[config.mk]
export PLATFORM = sky130hd
export DESIGN_NAME = cargador_instrucciones_flat
export DESIGN_NICKNAME = d
export VERILOG_FILES = /design/src/rtl/cargador_pkg.sv /design/src/rtl/cargador_instrucciones_if.sv /design/src/rtl/ensamblador_palabra.sv /design/src/rtl/cargador_instrucciones.sv /design/src/flat_wrapper.sv
export SDC_FILE = /design/constraint.sdc
export NUM_CORES = 1
export LEC_CHECK = 0
export ABC_AREA = 1
export BUFFER_PORTS_ARGS = -buffer_cell sky130_fd_sc_hd__buf_2
export CORE_MARGIN = 8
export CORE_UTILIZATION = 58
export DETAILED_ROUTE_END_ITERATION = 10
export GPL_TIMING_DRIVEN = 0
export PLACE_DENSITY_LB_ADDON = 0.08
export RECOVER_POWER = 100
export SETUP_SLACK_MARGIN = 0.2
export SYNTH_ARGS = -nofsm -noshare
export SYNTH_HDL_FRONTEND = slang
export SYNTH_SLANG_ARGS = --single-unit
[constraint.sdc]
create_clock -name clk -period 3.8 [get_ports clk]
set_input_delay 0.19 -clock clk [delete_from_list [all_inputs] [get_ports clk]]
set_output_delay 0.19 -clock clk [all_outputs]
set_load 0.02 [all_outputs]
[src/rtl/cargador_pkg.sv]
// rtl/cargador_pkg.sv - shared states, constants and helpers for the instruction loader
package cargador_pkg;

  localparam int BYTES_POR_PALABRA = 4;
  localparam int ADDR_W_DEF        = 6;
  localparam int DEPTH_DEF         = 2 ** ADDR_W_DEF;

  typedef enum logic [1:0] {
    INACTIVO = 2'd0,
    RECIBIR  = 2'd1,
    ESCRIBIR = 2'd2,
    FIN      = 2'd3
  } estado_t;

  // A load request is only meaningful for 1..depth words
  function automatic logic cuenta_valida(input int n, input int depth);
    return (n >= 1) && (n <= depth);
  endfunction

endpackage

[src/rtl/cargador_instrucciones_if.sv]
// rtl/cargador_instrucciones_if.sv - byte stream handshake between program source and loader
interface cargador_instrucciones_if;

  logic       byte_valid;
  logic [7:0] byte_data;
  logic       byte_ready;

  modport master (output byte_valid, output byte_data, input  byte_ready);
  modport slave  (input  byte_valid, input  byte_data, output byte_ready);

endinterface

[src/rtl/ensamblador_palabra.sv]
// rtl/ensamblador_palabra.sv - packs four stream bytes big-endian into one 32-bit word
module ensamblador_palabra
  import cargador_pkg::*;
(
  input  logic        clk,
  input  logic        reset,
  input  logic        limpiar,
  input  logic        acepta,
  input  logic [7:0]  byte_data,
  output logic [31:0] palabra,
  output logic        palabra_completa
);

  logic [1:0] cuenta;

  // The word is complete on the edge that takes the last byte of the group
  assign palabra_completa = acepta && (cuenta == 2'(BYTES_POR_PALABRA - 1));

  // Byte 0 lands in the MSB; the counter wraps to 0 so the next word starts clean
  always_ff @(posedge clk or negedge reset) begin
    if (!reset) begin
      cuenta  <= '0;
      palabra <= '0;
    end else if (limpiar) begin
      cuenta  <= '0;
      palabra <= '0;
    end else if (acepta) begin
      case (cuenta)
        2'd0:    palabra[31:24] <= byte_data;
        2'd1:    palabra[23:16] <= byte_data;
        2'd2:    palabra[15:8]  <= byte_data;
        default: palabra[7:0]   <= byte_data;
      endcase
      cuenta <= cuenta + 2'd1;
    end
  end

endmodule

[src/rtl/cargador_instrucciones.sv]
// rtl/cargador_instrucciones.sv - streams a program image into instruction memory, holding the CPU in reset
module cargador_instrucciones
  import cargador_pkg::*;
#(
  parameter int ADDR_W = ADDR_W_DEF,
  parameter int DEPTH  = 2 ** ADDR_W
) (
  input  logic                      clk,
  input  logic                      reset,
  input  logic                      start,
  input  logic [ADDR_W:0]           nwords,
  cargador_instrucciones_if.slave   flujo,
  output logic                      escr_instru,
  output logic [ADDR_W-1:0]         direinstru_escr,
  output logic [31:0]               instru_escr,
  output logic                      cpu_reset_n,
  output logic                      ocupado,
  output logic                      listo,
  output logic                      error
);

  estado_t           estado, estado_sig;
  logic [ADDR_W-1:0] direccion;
  logic [ADDR_W:0]   palabras;
  logic [ADDR_W:0]   nwords_q;
  logic              listo_q, error_q;
  logic              acepta, palabra_completa, ultima;
  logic              puede_iniciar, inicio_valido, inicio_invalido;

  assign acepta          = flujo.byte_valid && (estado == RECIBIR);
  assign puede_iniciar   = start && ((estado == INACTIVO) || (estado == FIN));
  assign inicio_valido   = puede_iniciar &&  cuenta_valida(int'(nwords), DEPTH);
  assign inicio_invalido = puede_iniciar && !cuenta_valida(int'(nwords), DEPTH);
  assign ultima          = ((palabras + 1'b1) == nwords_q);

  assign direinstru_escr = direccion;
  assign listo           = listo_q;
  assign error           = error_q;

  ensamblador_palabra u_ensamblador (
    .clk              (clk),
    .reset            (reset),
    .limpiar          (inicio_valido),
    .acepta           (acepta),
    .byte_data        (flujo.byte_data),
    .palabra          (instru_escr),
    .palabra_completa (palabra_completa)
  );

  // State register
  always_ff @(posedge clk or negedge reset) begin
    if (!reset) estado <= INACTIVO;
    else        estado <= estado_sig;
  end

  // Next state plus state-decoded outputs; the CPU only runs once a full image is in place
  always_comb begin
    estado_sig        = estado;
    flujo.byte_ready  = 1'b0;
    escr_instru       = 1'b0;
    ocupado           = 1'b0;
    cpu_reset_n       = 1'b0;
    case (estado)
      INACTIVO, FIN: begin
        cpu_reset_n = (estado == FIN);
        if (inicio_valido)        estado_sig = RECIBIR;
        else if (inicio_invalido) estado_sig = INACTIVO;
      end
      RECIBIR: begin
        flujo.byte_ready = 1'b1;
        ocupado          = 1'b1;
        if (palabra_completa) estado_sig = ESCRIBIR;
      end
      ESCRIBIR: begin
        escr_instru = 1'b1;
        ocupado     = 1'b1;
        estado_sig  = ultima ? FIN : RECIBIR;
      end
      default: estado_sig = INACTIVO;
    endcase
  end

  // Address/word counters and sticky status flags
  always_ff @(posedge clk or negedge reset) begin
    if (!reset) begin
      direccion <= '0;
      palabras  <= '0;
      nwords_q  <= '0;
      listo_q   <= 1'b0;
      error_q   <= 1'b0;
    end else begin
      if (inicio_valido) begin
        nwords_q  <= nwords;
        direccion <= '0;
        palabras  <= '0;
        listo_q   <= 1'b0;
        error_q   <= 1'b0;
      end else if (inicio_invalido) begin
        error_q <= 1'b1;
      end
      if (estado == ESCRIBIR) begin
        direccion <= direccion + 1'b1;
        palabras  <= palabras + 1'b1;
        if (ultima) listo_q <= 1'b1;
      end
    end
  end

endmodule

[src/flat_wrapper.sv]
// flat-port wrapper written by rule: the top's interface ports become plain ports
module cargador_instrucciones_flat import cargador_pkg::*;
#(
  parameter int ADDR_W = ADDR_W_DEF,
  parameter int DEPTH  = 2 ** ADDR_W
)
  (clk, reset, start, nwords, escr_instru, direinstru_escr, instru_escr, cpu_reset_n, ocupado, listo, error, flujo_byte_valid, flujo_byte_data, flujo_byte_ready);
  cargador_instrucciones_if flujo_i ();
  input  logic clk;
  input  logic reset;
  input  logic start;
  input  logic [ADDR_W:0] nwords;
  output logic escr_instru;
  output logic [ADDR_W-1:0] direinstru_escr;
  output logic [31:0] instru_escr;
  output logic cpu_reset_n;
  output logic ocupado;
  output logic listo;
  output logic error;
  input wire logic [$bits(flujo_i.byte_valid)-1:0] flujo_byte_valid;
  input wire logic [$bits(flujo_i.byte_data)-1:0] flujo_byte_data;
  output wire logic [$bits(flujo_i.byte_ready)-1:0] flujo_byte_ready;
  assign flujo_i.byte_valid = flujo_byte_valid;
  assign flujo_i.byte_data = flujo_byte_data;
  assign flujo_byte_ready = flujo_i.byte_ready;
  cargador_instrucciones #(.ADDR_W(ADDR_W), .DEPTH(DEPTH)) u_core (.clk(clk), .reset(reset), .start(start), .nwords(nwords), .flujo(flujo_i), .escr_instru(escr_instru), .direinstru_escr(direinstru_escr), .instru_escr(instru_escr), .cpu_reset_n(cpu_reset_n), .ocupado(ocupado), .listo(listo), .error(error));
endmodule
==> impl_metrics.py, run 1 <==
metrics = {
    "sta": {
        "setup_tns_ns": 0,
        "fmax_mhz": 410,
        "slew_headroom_pct": 5.46,
        "finClkSkew_ns": 0.00776,
        "setup_viol": 0,
        "worstMarginPinSlew_ns": 1.42,
        "post-route-period-util_pct": 64.2,
        "min_period_ns": 2.44,
        "slew_viol_final": 0,
        "hold_violations": 0,
        "rsz0062_at_grt": "false",
    },
    "grt": {
        "gr-total-overflow": 0,
        "grt_pass1_vias": 2639,
        "track_usage_pct": 21.2,
        "grt_max_degree": 59,
        "antenna_found_initial": 0,
        "grt_pass1_wl_um": 12200,
    },
    "clock_tree": {
        "clkTransAtPathRegs_ns": 0.07,
        "clock_path_buffers": 2,
        "cts_resized": 0,
        "clockRootBuffer": "clkbuf_8",
        "clk_latency_ns": 0.33,
        "ctsHoldBuffers": 0,
        "cts_setup_buffers": 0,
        "cts_buffers": 9,
        "cts_tree": "yes",
        "htree_levels": 3,
        "clkSinkCount": 58,
    },
    "route": {
        "wl_um": 7290,
        "vias": 2595,
        "wl_per_cell_um": 15.5,
        "drt_pre_antenna_iters": 4,
        "route.detailed.drc": 0,
        "final_antenna_net_count": 0,
        "drt_iter0_drc": 134,
        "viasPerCell": 5.50,
    },
    "yosys": {
        "yosysWarnings": 0,
        "yosysUniqueCellTypes": 21,
        "synth_top_cell_area_share_pct": 51.9,
        "netlist_instances": 340,
        "synth_area_leaders": "dfrtp_1, nand3_1, nand2_1",
        "yosysSeqAreaShare_pct": 51.9,
        "syn_area_um2": 2790,
        "synth_nets": 369,
        "synth_seq_cells": 58,
        "synth_area_per_cell_um2": 8.22,
        "yosysTopAreaCell": "dfrtp_1",
    },
    "power_and_ir_drop": {
        "combPwrFrac_pct": 36.6,
        "p_leak_uw": 0.00178,
        "ir_drop_uv": 470,
        "switching_power_uw": 1090,
        "seqPwrFrac_pct": 37.4,
        "p_sw_share_pct": 40.9,
        "power_density_nw_per_um2": 795,
        "total_power_uw": 2660,
        "p_int_uw": 1570,
        "p_clk_share_pct": 26.0,
    },
    "die": {
        "fp.dieW_um": 85.4,
        "die_h_um": 85.4,
        "ios": 63,
        "start_util_pct": 59.5,
        "dieArea_um2": 7290,
        "rows": 25,
        "core_um2": 4690,
    },
    "cells_and_area": {
        "layout_common_cells": "nand2_1, nand3_1, dfrtp_1",
        "utilization_pct": 71.4,
        "syn2layout_area_growth_pct": 19.9,
        "fin_area_um2": 3350,
        "final_nets": 443,
        "drive_gt1_share_pct": 8.13,
        "n_antenna_cell": 0,
    },
    "setup_path": {
        "cp-end-kind": "register",
        "cp.required_ns": 4.07,
        "cp_max_fo": 10,
        "start_kind": "register",
        "critPathArrivalTime_ns": 2.71,
        "worstSetupPathType": "register to register",
    },
    "place": {
        "port_buffers": 62,
        "dp_hpwl_um": 5220,
        "place_congestion": 0.832,
        "placed_area_um2": 3170,
    },
    "flow_run": {
        "max_cap_violations": 0,
    },
    "min_path": {
        "min_path_type": "primary input to register",
    },
    "status": {
        "status": "finished clean",
    },
}
final timing paths:
check                                  from                                to  slack (ns)  cells after the start
max                        u_core.estado[0]  u_core.u_ensamblador.palabra[30]        1.36                      9
min                               nwords[6]                u_core.nwords_q[6]        0.11                      2
max reg2reg                u_core.estado[0]  u_core.u_ensamblador.palabra[30]        1.36                      9
min reg2reg                    u_core.listo                      u_core.listo        0.49                      2
max in group asynchronous             reset  u_core.u_ensamblador.palabra[21]        2.22                      2
min in group asynchronous             reset         u_core.direinstru_escr[2]        0.73                      2
state kept, by name (all words and copies together), names as in the netlist:
register	cells
u_core.direinstru_escr	6
u_core.error	1
u_core.estado	2
u_core.listo	1
u_core.nwords_q	7
u_core.palabras	7
u_core.u_ensamblador.cuenta	2
u_core.u_ensamblador.palabra	32
cells by family after synthesis:
group,synth area share [%]
buf+inv,6.18
xor+xnor,0.941
simple gates,31.5
flops,51.9
fa+ha+maj,4.48
compound gates,4.97
cells in the mapped netlist:
library cell / count
nand2_1: 91
nand3_1: 91
dfrtp_1: 58
inv_1: 29
nor2_1: 17
o21ai_0: 15
ha_1: 10
buf_2: 6
a21oi_1: 5
clkbuf_1: 4
buf_4: 2
o21a_1: 2
xor2_1: 2
a22oi_1: 1
clkinv_1: 1
nand3b_1: 1
nand4_1: 1
nor3_1: 1
o21ai_2: 1
o21bai_1: 1
xnor2_1: 1
worst max-delay path: stages (launching register included):
cell,delay (ns)
dfrtp_1,0.39
inv_1,0.08
ha_1,0.33
nand2_1,0.11
a21oi_1,0.05
o21ai_0,0.30
clkbuf_1,0.49
clkbuf_1,0.42
nand3_1,0.13
nand2_1,0.09
cell type report:
| class | instances | area (um^2) |
|---|---|---|
| Buffer | 12 | 46.3 |
| Multi-Input combinational cell | 240 | 1170 |
| Clock buffer | 10 | 138 |
| Fill cell | 405 | 1340 |
| Clock inverter | 5 | 103 |
| Timing Repair Buffer | 63 | 265 |
| Sequential cell | 58 | 1450 |
| Tap cell | 54 | 67.6 |
| Inverter | 30 | 113 |
per-layer routing:
layer	share of wire [%]	up-vias	global-route usage (%)	routed length [um]
met5	0	-	0	0
li1	-	1265	-	-
met1	40	1229	23.7	2920
met4	2.2	0	10.2	164
met2	51	87	36.0	3720
met3	6.6	14	6.47	483
power by group through the flow:
stage               Sequential (uW)  Clock (uW)  Combinational (uW)
detailed placement              998           0                1030
CTS                             989         696                1040
finish                          996         693                 975
global route                   1020         726                1100
floorplan                      1160           0                 517
global placement                988           0                1010
metrics by stage:
stage | cells | hold slack [ns] | setup WS (ns)
detailed placement | 456 | 0.468 | 1.98
floorplan | 340 | -0.106 | 2.16
global placement | 456 | 0.461 | 2.03
finish | 472 | 0.110 | 1.36
CTS | 471 | 0.119 | 1.95
global route | 472 | 0.106 | 1.12
(Power assumes the default switching activity.)
==> run 2, diff against run 1 <==
- CORE_UTILIZATION: 58 -> 54
- clock period: 3.8 -> 2.4 ns (I/O delays scaled with it)
==> run 2 against run 1 <==
Global-route usage fell by 0.29 points. Via count fell by 0.62%. Critical endpoint is now u_core.u_ensamblador.palabra[26]. Sequential power increased by 59%. Register-to-register slack lost 0.96 ns.
==> impl_metrics.py, run 2 (synthesis gave the netlist of run 1 again) <==
metrics = {
    "clock_tree": {
        "clock_path_buffers": 2,
        "clockRootBuffer": "clkbuf_8",
        "htree_levels": 3,
        "cts_resized": 0,
        "clkTransAtPathRegs_ns": 0.07,
        "cts_tree": "yes",
        "clk_latency_ns": 0.34,
        "clkSinkCount": 58,
        "cts_buffers": 9,
    },
    "route": {
        "drt_pre_antenna_iters": 5,
        "viasPerCell": 5.27,
        "wl_um": 7270,
        "route.detailed.drc": 0,
        "final_antenna_net_count": 0,
        "drt_iter0_drc": 156,
        "wl_per_cell_um": 14.9,
        "vias": 2579,
    },
    "grt": {
        "gr-total-overflow": 0,
        "grt_pass1_vias": 2536,
        "track_usage_pct": 20.9,
        "antenna_found_initial": 0,
        "grt_pass1_wl_um": 12400,
        "grt_max_degree": 59,
    },
    "die": {
        "die_h_um": 87.9,
        "ios": 63,
        "rows": 26,
        "start_util_pct": 55.4,
        "fp.dieW_um": 87.9,
        "core_um2": 5040,
        "dieArea_um2": 7730,
    },
    "sta": {
        "min_period_ns": 1.99,
        "slew_headroom_pct": 6.96,
        "slew_viol_final": 0,
        "post-route-period-util_pct": 83.1,
        "finClkSkew_ns": 0.0124,
        "fmax_mhz": 501,
        "hold_violations": 0,
        "holdWs_ns": 0.0396,
        "setup_tns_ns": 0,
        "worstMarginPinSlew_ns": 1.40,
        "rsz0062_at_grt": "false",
        "setup_viol": 0,
    },
    "cells_and_area": {
        "fin_area_um2": 3370,
        "utilization_pct": 66.8,
        "layout_common_cells": "nand2_1, nand3_1, dfrtp_1",
        "drive_gt1_share_pct": 8.83,
        "syn2layout_area_growth_pct": 20.5,
        "final_nets": 443,
        "ff_latch_area_um2": 1450,
        "top_register": "u_core.u_ensamblador.palabra",
        "largestRegisters": "u_core.u_ensamblador.palabra x32, u_core.nwords_q x7, u_core.palabras x7",
        "n_antenna_cell": 0,
        "multi_input_comb_area_um2": 1170,
        "fill_cells": 461,
        "largest_reg_flops": 32,
    },
    "min_path": {
        "min_to": "u_core.nwords_q[1]",
        "hold_path.startpoint": "nwords[1]",
        "min_path_type": "primary input to register",
        "min_path_cells": 3,
    },
    "setup_path": {
        "cp_max_fo": 10,
        "worstSetupPathType": "register to register",
        "cp.required_ns": 2.68,
        "rr_endpoint": "u_core.u_ensamblador.palabra[26]",
        "reg2reg_slack_ns": 0.41,
        "cp-end-kind": "register",
        "critPathArrivalTime_ns": 2.27,
        "start_kind": "register",
        "r2r-start": "u_core.estado[0]",
        "r2r_cells": 9,
    },
    "place": {
        "place_congestion": 0.824,
        "port_buffers": 62,
        "dp_hpwl_um": 5210,
        "placed_area_um2": 3190,
    },
    "status": {
        "status": "finished clean",
    },
    "power_and_ir_drop": {
        "ir_drop_uv": 711,
        "p_leak_uw": 0.00179,
        "power_density_nw_per_um2": 1230,
    },
    "flow_run": {
        "max_cap_violations": 0,
    },
}
-- run 2: cell count changes in the layout (fill, tap and decap cells not counted), sizes merged --
cell,delta
buf,+3
bufinv,-1
clkbuf,-1
clkinv,+1
clkinvlp,-1
-- run 2: stage by stage --
| step | std cells | power [uW] | setup WS [ns] |
|---|---|---|---|
| floorplan | 340 | 2650 | 0.764 |
| global placement | 472 | 3170 | 0.593 |
| finish | 489 | 4160 | 0.405 |
| global route | 489 | 4470 | 0.214 |
| detailed placement | 472 | 3210 | 0.575 |
| CTS | 488 | 4260 | 0.571 |
-- run 2: per-layer routing --
| layer | vias to the layer above | share of wire [%] | track usage, % |
|---|---|---|---|
| met5 | - | 0 | 0 |
| met4 | 0 | 2.2 | 10.3 |
| met3 | 16 | 7.5 | 5.16 |
| met2 | 87 | 48 | 33.4 |
| met1 | 1207 | 42 | 25.8 |
| li1 | 1269 | - | - |
-- run 2: cell type report --
| type | count | share of cell area (%) |
|---|---|---|
| well taps | 70 | 2.60 |
| repair buffers | 63 | 7.88 |
| flip-flops and latches | 58 | 43.1 |
| clock buffers | 12 | 4.61 |
| plain buffers | 12 | 1.64 |
| inverters | 30 | 3.34 |
| multi-input cells | 240 | 34.6 |
| clock inverters | 4 | 2.19 |
-- run 2: power breakdown --
| part | switching (uW) | internal [uW] | total [uW] | leakage [uW] |
|---|---|---|---|---|
| logic | 1080 | 465 | 1540 | 0.000901 |
| registers | 259 | 1320 | 1580 | 0.000771 |
| clock network | 397 | 642 | 1040 | 0.000117 |
-- run 2: what timing repair did --
item / in CTS / in global routing
hold endpoints to repair: 0 / 58
buffers inserted: 0 / 0
hold buffers: 0 / 1
-- run 2: worst max-delay path, stage by stage (launching register included) --
cell	delay [ns]
dfrtp_1	0.38
inv_1	0.07
ha_1	0.32
nand2_1	0.11
a21oi_1	0.05
o21ai_0	0.26
buf_2	0.36
buf_4	0.22
nand3_1	0.09
nand2_1	0.07
-- run 2: how the worst max path moves through the flow --
stage,startpoint,to,cells past startpoint
2_1_floorplan,u_core.estado[0],u_core.estado[1],12
3_3_place_gp,u_core.estado[0],u_core.estado[1],12
3_5_place_dp,u_core.estado[0],u_core.estado[1],12
4_1_cts,u_core.estado[0],u_core.estado[1],12
5_1_grt,u_core.estado[0],u_core.u_ensamblador.palabra[26],9
6_report,u_core.estado[0],u_core.u_ensamblador.palabra[26],9
==> run 3, diff against run 2 <==
- clock period: 2.4 -> 2.02 ns (I/O delays scaled with it)
==> run 3 against run 2 <==
Combinational power is 19% higher. Critical path depth is 1 lower. Non-clock buffer count stayed put. Cell count stayed put. Die area stayed put. Utilization is 0.32 points higher. Global-route usage stayed put. Maximum frequency is 8.7% higher. Sequential power is 19% higher. Power is 19% higher. Register-to-register slack worse by 0.22 ns. Wire length is 0.41% higher. Largest power group unchanged.
==> impl_metrics.py, run 3 (synthesis gave the netlist of run 1 again) <==
metrics = {
    "min_path": {
        "hold_path.startpoint": "nwords[0]",
        "min_path_type": "primary input to register",
        "min_path_cells": 3,
        "min_to": "u_core.nwords_q[0]",
    },
    "setup_path": {
        "cp.required_ns": 2.29,
        "critPathSlowestCell": "clkbuf_1",
        "crit_chain": "inv_1, ha_2, nand2_1, a21oi_2, o21ai_2, clkbuf_1, nand3_1, nand2_1",
        "start_kind": "register",
        "worstSetupPathType": "register to register",
        "cp-end-kind": "register",
        "path_delay_family": "buffers and inverters",
        "critPathArrivalTime_ns": 2.10,
        "cp_max_fo": 10,
        "r2r_cells": 8,
        "reg2reg_slack_ns": 0.19,
        "rr_endpoint": "u_core.palabras[5]",
        "r2r-start": "u_core.estado[0]",
        "path_common_cell": "nand2_1",
        "cpPeakStageDelay_ns": 0.45,
        "cp_num_buf_inv": 2,
    },
    "die": {
        "rows": 26,
        "start_util_pct": 55.4,
        "core_um2": 5040,
        "ios": 63,
        "dieArea_um2": 7730,
        "fp.dieW_um": 87.9,
        "die_h_um": 87.9,
    },
    "cells_and_area": {
        "drive_gt1_share_pct": 10.5,
        "top_register": "u_core.u_ensamblador.palabra",
        "syn2layout_area_growth_pct": 21.1,
        "n_antenna_cell": 0,
        "largest_reg_flops": 32,
        "fin_area_um2": 3380,
        "fill_cells": 455,
        "layout_common_cells": "nand2_1, nand3_1, dfrtp_1",
        "largestRegisters": "u_core.u_ensamblador.palabra x32, u_core.nwords_q x7, u_core.palabras x7",
        "final_nets": 443,
    },
    "route": {
        "wl_um": 7300,
        "wl_per_cell_um": 14.9,
        "drt_pre_antenna_iters": 5,
        "final_antenna_net_count": 0,
        "vias": 2577,
        "viasPerCell": 5.27,
        "drt_iter0_drc": 178,
        "route.detailed.drc": 0,
    },
    "clock_tree": {
        "clkTransAtPathRegs_ns": 0.07,
        "cts_setup_buffers": 0,
        "clock_path_buffers": 2,
        "cts_buffers": 9,
        "htree_levels": 3,
        "cts_tree": "yes",
        "clk_latency_ns": 0.34,
        "clockRootBuffer": "clkbuf_8",
        "clkSinkCount": 58,
    },
    "sta": {
        "fmax_mhz": 545,
        "slew_viol_final": 0,
        "hold_violations": 0,
        "worstMarginPinSlew_ns": 1.40,
        "slew_headroom_pct": 6.99,
        "min_period_ns": 1.83,
        "setup_tns_ns": 0,
        "finClkSkew_ns": 0.0118,
        "setup_viol": 0,
        "post-route-period-util_pct": 90.8,
        "rsz0062_at_grt": "true",
    },
    "power_and_ir_drop": {
        "power_density_nw_per_um2": 1460,
        "p_leak_uw": 0.00179,
        "ir_drop_uv": 846,
        "total_power_uw": 4950,
    },
    "grt": {
        "grt_pass1_vias": 2536,
        "track_usage_pct": 20.9,
        "gr-total-overflow": 0,
        "grt_pass1_wl_um": 12400,
        "grt_max_degree": 59,
        "antenna_found_initial": 0,
    },
    "flow_run": {
        "max_cap_violations": 0,
    },
    "place": {
        "port_buffers": 62,
        "placed_area_um2": 3190,
        "place_congestion": 0.824,
        "dp_hpwl_um": 5210,
    },
    "status": {
        "status": "finished clean",
    },
}
==> run 3: cell counts in the layout (fill, tap and decap cells not counted) <==
Identical to the previous run, type by type.
==> run 3: worst max path at each step <==
stage               cells past startpoint  slack (ns)             start                                to
floorplan                              12        0.38  u_core.estado[0]                  u_core.estado[1]
global placement                       12        0.21  u_core.estado[0]                  u_core.estado[1]
detailed placement                     12        0.20  u_core.estado[0]                  u_core.estado[1]
CTS                                     9        0.22  u_core.estado[0]  u_core.u_ensamblador.palabra[18]
global route                            9        0.05  u_core.estado[0]  u_core.u_ensamblador.palabra[26]
finish                                  8        0.19  u_core.estado[0]                u_core.palabras[5]
==> run 3: layer usage <==
metal	GRT usage (%)	share of wire, %	routed length [um]	vias up
met3	5.16	6.7	491	14
li1	-	-	-	1268
met4	10.3	2.0	148	0
met5	0	0	0	-
met1	25.8	43	3130	1211
met2	33.4	48	3540	84
==> run 3: cell type report <==
type / instances / area [um^2] / area share [%]
Sequential cell: 58 / 1450 / 42.9
Multi-Input combinational cell: 240 / 1180 / 34.8
Buffer: 12 / 56.3 / 1.66
Clock inverter: 4 / 73.8 / 2.18
Clock buffer: 12 / 155 / 4.59
Inverter: 30 / 113 / 3.33
Tap cell: 70 / 87.6 / 2.59
Timing Repair Buffer: 63 / 267 / 7.88
==> run 3: worst reg2reg max path, cell delays in order (launching register included) <==
cell      delay (ns)
dfrtp_1         0.41
inv_1           0.09
ha_2            0.28
nand2_1         0.12
a21oi_2         0.05
o21ai_2         0.13
clkbuf_1        0.45
nand3_1         0.15
nand2_1         0.10
==> run 3: repair_timing <==
action | 4_1_cts | 5_1_grt
pin swaps | 0 | 0
hold endpoints to repair | 0 | 58
gates resized for setup | 1 | 8
endpoints found under the setup margin | 1 | 36
hold buffers | 0 | 1
==> run 3: stage by stage <==
step | hold WS, ns | setup WS (ns) | utilization, % | cells
after floorplan | -0.195 | 0.384 | - | 340
after global placement | 0.369 | 0.213 | 63.3 | 472
after detailed placement | 0.375 | 0.195 | 63.3 | 472
after CTS | 0.0129 | 0.220 | 67.9 | 488
after global routing | 0.0276 | 0.0546 | 67.1 | 489
final | 0.0219 | 0.186 | 67.1 | 489
==> run 3: power by group <==
group | internal, uW | switching, uW
Combinational | 562 | 1280
Sequential | 1570 | 309
Clock | 762 | 468
Total | 2890 | 2060
